===== src/rtl/pair_stream_pkg.sv =====
// Shared constants for the paired-stream aligner.
// State encoding and default widths live here.
package pair_stream_pkg;

  localparam int WIDTH_DEF = 32;
  localparam int CNT_W_DEF = 16;

  typedef logic [1:0] state_t;

  localparam state_t S_PASS   = 2'd0;
  localparam state_t S_DRAIN0 = 2'd1;
  localparam state_t S_DRAIN1 = 2'd2;

endpackage


===== src/rtl/pair_stream_aligner.sv =====
// Joins two AXI-Stream lanes into one paired stream.
// Mismatched packet ends truncate and drain the longer lane.
module pair_stream_aligner
  import pair_stream_pkg::*;
#(
  parameter int WIDTH = WIDTH_DEF,
  parameter int CNT_W = CNT_W_DEF
) (
  input  logic             clk,
  input  logic             reset,
  input  logic             clear,
  input  logic [WIDTH-1:0] i0_tdata,
  input  logic             i0_tlast,
  input  logic             i0_tvalid,
  output logic             i0_tready,
  input  logic [WIDTH-1:0] i1_tdata,
  input  logic             i1_tlast,
  input  logic             i1_tvalid,
  output logic             i1_tready,
  output logic [WIDTH-1:0] o0_tdata,
  output logic [WIDTH-1:0] o1_tdata,
  output logic             o_tlast,
  output logic             o_tvalid,
  input  logic             o_tready,
  output logic             err_stb,
  output logic [CNT_W-1:0] err_count
);

  state_t           state_q, state_d;
  logic             vld_q, vld_d;
  logic             last_q, last_d;
  logic [WIDTH-1:0] d0_q, d0_d;
  logic [WIDTH-1:0] d1_q, d1_d;
  logic             stb_q, stb_d;
  logic [CNT_W-1:0] cnt_q, cnt_d;

  logic slot_acc;
  logic both_vld;
  logic pass_fire;
  logic mismatch;

  assign slot_acc = !vld_q || o_tready;
  assign both_vld = i0_tvalid && i1_tvalid;
  assign mismatch = i0_tlast ^ i1_tlast;
  assign pass_fire = (state_q == S_PASS) && both_vld
                     && slot_acc && !clear && !reset;

  // Lane readiness: joint in pass, single lane while draining
  always_comb begin
    i0_tready = 1'b0;
    i1_tready = 1'b0;
    if (!reset && !clear) begin
      case (state_q)
        S_PASS: begin
          i0_tready = both_vld && slot_acc;
          i1_tready = both_vld && slot_acc;
        end
        S_DRAIN0: i0_tready = 1'b1;
        S_DRAIN1: i1_tready = 1'b1;
        default: ;
      endcase
    end
  end

  // Next state for FSM, output slot and error tracking
  always_comb begin
    state_d = state_q;
    vld_d   = vld_q;
    last_d  = last_q;
    d0_d    = d0_q;
    d1_d    = d1_q;
    stb_d   = 1'b0;
    cnt_d   = cnt_q;
    if (clear) begin
      state_d = S_PASS;
      vld_d   = 1'b0;
    end else begin
      if (pass_fire) begin
        vld_d  = 1'b1;
        d0_d   = i0_tdata;
        d1_d   = i1_tdata;
        last_d = i0_tlast | i1_tlast;
      end else if (o_tready) begin
        vld_d = 1'b0;
      end
      case (state_q)
        S_PASS: begin
          if (pass_fire && mismatch) begin
            stb_d = 1'b1;
            if (cnt_q != '1)
              cnt_d = cnt_q + CNT_W'(1);
            state_d = i0_tlast ? S_DRAIN1 : S_DRAIN0;
          end
        end
        S_DRAIN0: begin
          if (i0_tvalid && i0_tlast)
            state_d = S_PASS;
        end
        S_DRAIN1: begin
          if (i1_tvalid && i1_tlast)
            state_d = S_PASS;
        end
        default: state_d = S_PASS;
      endcase
    end
  end

  // State registers with synchronous reset
  always_ff @(posedge clk) begin
    if (reset) begin
      state_q <= S_PASS;
      vld_q   <= 1'b0;
      last_q  <= 1'b0;
      d0_q    <= '0;
      d1_q    <= '0;
      stb_q   <= 1'b0;
      cnt_q   <= '0;
    end else begin
      state_q <= state_d;
      vld_q   <= vld_d;
      last_q  <= last_d;
      d0_q    <= d0_d;
      d1_q    <= d1_d;
      stb_q   <= stb_d;
      cnt_q   <= cnt_d;
    end
  end

  assign o0_tdata  = d0_q;
  assign o1_tdata  = d1_q;
  assign o_tlast   = last_q;
  assign o_tvalid  = vld_q;
  assign err_stb   = stb_q;
  assign err_count = cnt_q;

endmodule


===== config.mk =====
export PLATFORM = sky130hd
export DESIGN_NAME = pair_stream_aligner
export DESIGN_NICKNAME = d
export VERILOG_FILES = /design/src/rtl/pair_stream_pkg.sv /design/src/rtl/pair_stream_aligner.sv
export SDC_FILE = /design/constraint.sdc
export NUM_CORES = 1
export LEC_CHECK = 0
export CORE_ASPECT_RATIO = 1.25
export CORE_MARGIN = 2
export CORE_UTILIZATION = 37
export DETAILED_ROUTE_END_ITERATION = 6
export PLACE_DENSITY_LB_ADDON = 0.12
export SETUP_SLACK_MARGIN = 0.3
export SLEW_MARGIN = 0
export SYNTH_ARGS = -nofsm -noshare
export SYNTH_HDL_FRONTEND = slang
export SYNTH_SLANG_ARGS = --single-unit

===== constraint.sdc =====
create_clock -name clk -period 1.85 [get_ports clk]
set_clock_uncertainty 0.2 [all_clocks]
set_input_delay 0.2775 -clock clk [delete_from_list [all_inputs] [get_ports clk]]
set_output_delay 0.2775 -clock clk [all_outputs]
set_load 0.02 [all_outputs]

* Yosys cells after proc, flatten, opt, wreduce, memory -nomap -nowiden
Index checks and enable logic that the tools add are counted.
** Storage, ports and cells
- Flip-flop bits (word level) :: 85
- Input bits :: 72
- Output and inout port bits :: 85
- Logic and storage cells :: 51
** Operators by class
- $add $sub $neg :: 1
- Eq/ne operators :: 6
- Multiplexer cells :: 12
- Bitwise logic cells :: 4
- Reduce and logical (&&, ||, !) cells :: 21
** Operators with widths (count)
- 16-bit by 1-bit adder with 16-bit output, second input constant :: 1
- 16-bit != test, second input constant :: 1
- 1-bit logical AND :: 10
- 2-bit 2-to-1 mux :: 4
- 2-bit case mux with 3 select lines :: 1
- 1-bit 2-to-1 mux :: 5
- 2-bit != test, second input constant :: 2
- 1-bit case mux with 2 select lines :: 2
- 4-bit AND reduction :: 1
- 1-bit logical NOT :: 3
- 3-bit AND reduction :: 1
- 3-bit OR reduction :: 1
- 2-bit by 1-bit equality test with 1-bit output, second input constant :: 1
- 2-bit equality test, second input constant :: 1
- 2-bit logical NOT :: 1
- 2-bit by 1-bit != test with 1-bit output, second input constant :: 1
- 1-bit inverter :: 2
- 2-bit AND reduction :: 1
- 2-bit nonzero test :: 1
- 2-bit OR reduction :: 1
- 1-bit logical OR :: 1
- 1-bit OR :: 1
- 1-bit bitwise XOR :: 1

* Depth between registers and ports, before layout
- Depth in word-level cells :: 8
- Mapped depth :: 7
- Depth with buffers taken out :: 6

* Worst setup path before layout
No wires, ideal clock.
- Path kind :: register to register
- From :: register cnt_q[0], in the netlist err_count[0]
- To :: register cnt_q[10], in the netlist err_count[10]
- Setup time :: 0.121 ns
- Arrival :: 1.603 ns
- Data required time :: 1.529 ns
- Setup slack :: -0.073 ns
- Cell stages (with the launch flop) :: 7
- Path buffers :: 1
- Clock period less this slack :: 1.923 ns
- Cell sequence :: dfxtp_1 -> ha_1 -> nand3_1 -> nor4_1 -> buf_2 -> nor4_1 -> mux2_2
** Between the ends
- Word-level cells in the longest chain between the ends :: 2
- Elaborated cells on any way between the ends :: 3
- Classes of those cells :: 1 x add/sub; 1 x eq/ne; 1 x reduce/logical
** Ends and longest elaborated chain
- from (decl) :: line pair_stream_aligner.sv:35 : logic [CNT_W-1:0] cnt_q, cnt_d;
- from (signal assigned) :: line pair_stream_aligner.sv:125 : cnt_q <= cnt_d;
- parallel branches: the longest is 2 deep, another holds 16-bit by 1-bit adder with 16-bit output
Parallel ways; which one is timed is not known.
A chain may end at the register's enable or synchronous reset.

* Final worst setup path
- From :: register state_q[1]
- To :: register cnt_q[5], in the netlist err_count[5]
** Between the ends
- Word-level cells in the longest chain between the ends :: 7
** Ends and longest elaborated chain
- from (decl) :: line pair_stream_aligner.sv:29 : state_t state_q, state_d;
- from (signal assigned) :: line pair_stream_aligner.sv:119 : state_q <= state_d;
- 2-bit logical NOT (*) :: line pair_stream_aligner.sv:45, pair_stream_aligner.sv:86
- 1-bit logical AND :: line pair_stream_aligner.sv:45 : assign pass_fire = (state_q == S_PASS) && both_vld
- 1-bit logical AND (3 in a row) :: line pair_stream_aligner.sv:46 : && slot_acc && !clear && !reset;
- 1-bit logical AND :: line pair_stream_aligner.sv:88 : if (pass_fire && mismatch) begin
- 4-bit AND reduction (no source line) (*)
Mark *: on every way between the ends. The rest lies on a longest branch, timed or not.

==> summary.md <==
| Metric | Value |
|---|---|
| Class of the worst hold path | `in2reg` |
| Yosys reg bits | `between 80 and 90` |
| CP Launch Type | `flop` |
| VDD IR max | `between 0.3 and 0.4 mV` |
| Placement Setup Slack | `-0.596 ns` |
| Largest net degree at the start of global routing | `35` |
| Clock transition at path regs | `0.09 ns` |
| Hpwl dp | `7.28 mm` |
| Post-synth EDFFs | `0` |
| Max clock buf depth | `2` |
| Most frequent cell after synthesis | `nand2_1` |
| Layout cell share with drive strength beyond 1 | `0.426` |
| Outcome | `finished with violations` |
| Final Critical Period | `slightly above 2 ns` |
| Leak pwr | `2.80 nW` |
| Synth warn | `0` |
| GP Congestion | `0.866` |
| Worst Path Required | `1.95 ns` |
| Drt via density | `5.02` |
| Register area share after synthesis | `0.517` |
| Final Max Slew Viols | `0` |
| Worst setup EP type | `flop` |
| CP max-delay cell | `or4_1` |
| CTS root buffer | `clkbuf_8` |
| Synth top area share | `0.517` |
| Area delta synth->final | `105%` |
| Starting Density | `0.381` |
| Std cell rows | `38` |
| DR vias | `3808` |
| Post-Route Setup TNS | `-8.04 ns` |
| Final core utilization | `0.781` |
| Most common library cells after synthesis | `nand2_1 (133), dfxtp_1 (85), o21ai_0 (67)` |
| Post-synthesis cell count | `410` |
| Total CTS buffers | `9` |
| Post-synthesis net count | `484` |
| WS Path Type | `reg2reg` |
| Syn avg cell area | `8.03 um2` |
| Endpoints failing hold | `0` |
| Fin worst setup slack | `-0.195 ns` |
| Largest area contributor in the netlist | `dfxtp_1` |
| CTS tree | `built` |
| Global route overflow | `0` |
| CTS Hold Buffers Added | `0` |
| Slew Limit Headroom | `0.785` |
| DIE AREA | `about 9700 um2` |
| WL final | `12.6 mm` |
| CP Max Fanout | `8` |
| Drt pass-1 iters | `4` |
| RSZ-0062 raised after global routing | `yes` |
| H-tree levels | `3` |
| R2R setup slack | `-0.20 ns` |
| Cell area after layout | `6750 um2` |
| Failing checks | `setup timing` |
| CP top delay family | `simple AND/OR/NAND/NOR gates` |
| Fmax | `0.489 GHz` |
| Die H | `109 um` |
| Ports | `157` |
| GRT Total Usage | `0.251` |
| Tcrit/Tclk final | `1.11` |
| Mapped cell area | `3290 um2` |
| WP buf/inv | `1` |
| Layout Nets | `slightly above 700` |
| Core area | `8650 um2` |
| Async SR Flop Fraction | `0` |
| Final setup vio count | `80` |
| DP Area | `5310 um2` |
| First DRT Iteration DRCs | `146` |
| Routed len/inst | `~17 um` |
| Largest cells by area after synthesis | `dfxtp_1 (52%), nand2_1 (15%), o21ai_0 (10%), clkbuf_1 (2.1%), mux2_2 (1.7%)` |
| Vias in the first global route | `3835` |
| Clock sinks | `85` |
| Global-route wire length before repair | `around 19 mm` |
| Max-cap violations | `0` |
| Tightest Pin Transition | `0.320 ns` |
| Residual DRC | `0` |
| Inserted Diodes | `0` |
| CP Cell Sequence | `nor4_4 > nand4_1 > buf_6 > or4_1 > a21oi_1` |
| Worst Path Arrival | `about 2.1 ns` |
| Post-route ant nets | `0` |
| Slowest stage delay, CP | `0.50 ns` |
| Post-synth cell types | `32` |
| Synth Flop Type | `dfxtp_1` |
| IO buf count | `156` |
| Die width | `88.4 um` |
| Antenna violations before repair | `0` |
| Worst-Skew Late Latency | `about 0.37 ns` |
| PD cells | `582 nW/um2` |
sequential cells by signal (all words and copies together), names as in the netlist:
| signal | flops |
|---|---|
| err_count | 16 |
| err_stb | 1 |
| o0_tdata | 32 |
| o1_tdata | 32 |
| o_tlast | 1 |
| o_tvalid | 1 |
| state_q | 2 |
where the power goes:
part,internal (W),switching (W)
combinational,0.000346,0.000291
sequential,0.00186,0.0000297
clock,0.000699,0.000700
per-layer routing:
layer,vias up,routed length [um],track usage,part of all wire
met5,-,0,0,0
met4,0,445,0.109,0.035
met3,39,514,0.0443,0.041
met2,128,6760,0.459,0.54
met1,1783,4890,0.281,0.39
li1,1858,-,-,-
through the flow:
| stage | power [W] | std cells | hold WS (ns) |
|---|---|---|---|
| after detailed placement | 0.00243 | 691 | 0.252 |
| after global routing | 0.00406 | 759 | 0.186 |
| after global placement | 0.00242 | 691 | 0.244 |
| after CTS | 0.00387 | 748 | 0.173 |
| after floorplan | 0.00211 | 410 | 0.149 |
| final | 0.00393 | 759 | 0.173 |
final cells by class:
| class | count | area (um2) |
|---|---|---|
| timing repair buffer | 241 | 2560 |
| multi-input combinational | 290 | 2050 |
| fill | 591 | 1900 |
| sequential | 85 | 1760 |
| clock buffer | 11 | 151 |
| tap | 120 | 150 |
| clock inverter | 5 | 57.6 |
| inverter | 7 | 30.0 |
worst min-delay path, stage by stage:
cell and delay, ns:
dlygate4sd2_1 0.21, a211oi_1 0.07, a21oi_1 0.10, nor3_1 0.05
logic make-up (layout without fill, tap and decap cells):
kind of cell,Yosys count,after routing,share of synthesized area
compound gates,90,90,0.149
fa+ha+maj,2,2,0.00760
buf+inv,35,264,0.0445
flops,85,85,0.517
mux,5,5,0.0171
simple gates,193,193,0.265
worst paths after layout:
kind              depth (start not counted)                         to                       from
hold reg to reg                           2  o1_tdata[22]$_SDFFE_PP0P_  o1_tdata[22]$_SDFFE_PP0P_
setup reg to reg                          5  err_count[5]$_SDFFE_PP0P_    state_q[1]$_SDFFE_PN0P_
setup / recovery                          5  err_count[5]$_SDFFE_PP0P_    state_q[1]$_SDFFE_PN0P_
hold / removal                            4    state_q[0]$_SDFFE_PN0P_                  i0_tvalid
repair_timing:
| item | 4_1_cts | 5_1_grt |
|---|---|---|
| resized for setup | 299 | 157 |
| setup endpoints to repair | 169 | 153 |
| gates cloned | 15 | 0 |
| setup buffers | 26 | 11 |
| pin swaps | 61 | 39 |
layout by cell type, fill, tap and decap left out, types with 3 or more instances in the layout:
cell type,n
buf_6,22
nand4_1,8
nor2_1,7
inv_2,3
nand2_1,86
clkbuf_2,23
nor4_4,6
inv_1,3
nand2_4,19
buf_8,3
o21ai_2,35
clkdlybuf4s50_1,64
buf_4,33
o21ai_1,30
nor2b_1,5
clkdlybuf4s15_1,40
buf_16,12
buf_12,15
nor4_2,3
nor3_1,5
a21oi_2,3
nand2_2,28
dfxtp_4,13
a21oi_1,6
o31ai_1,6
or4_1,4
buf_2,7
dfxtp_2,6
dlygate4sd2_1,21
clkbuf_8,11
dfxtp_1,66
mux2_4,4
a211oi_1,3
Note: power is estimated with default switching activity, not from simulation.
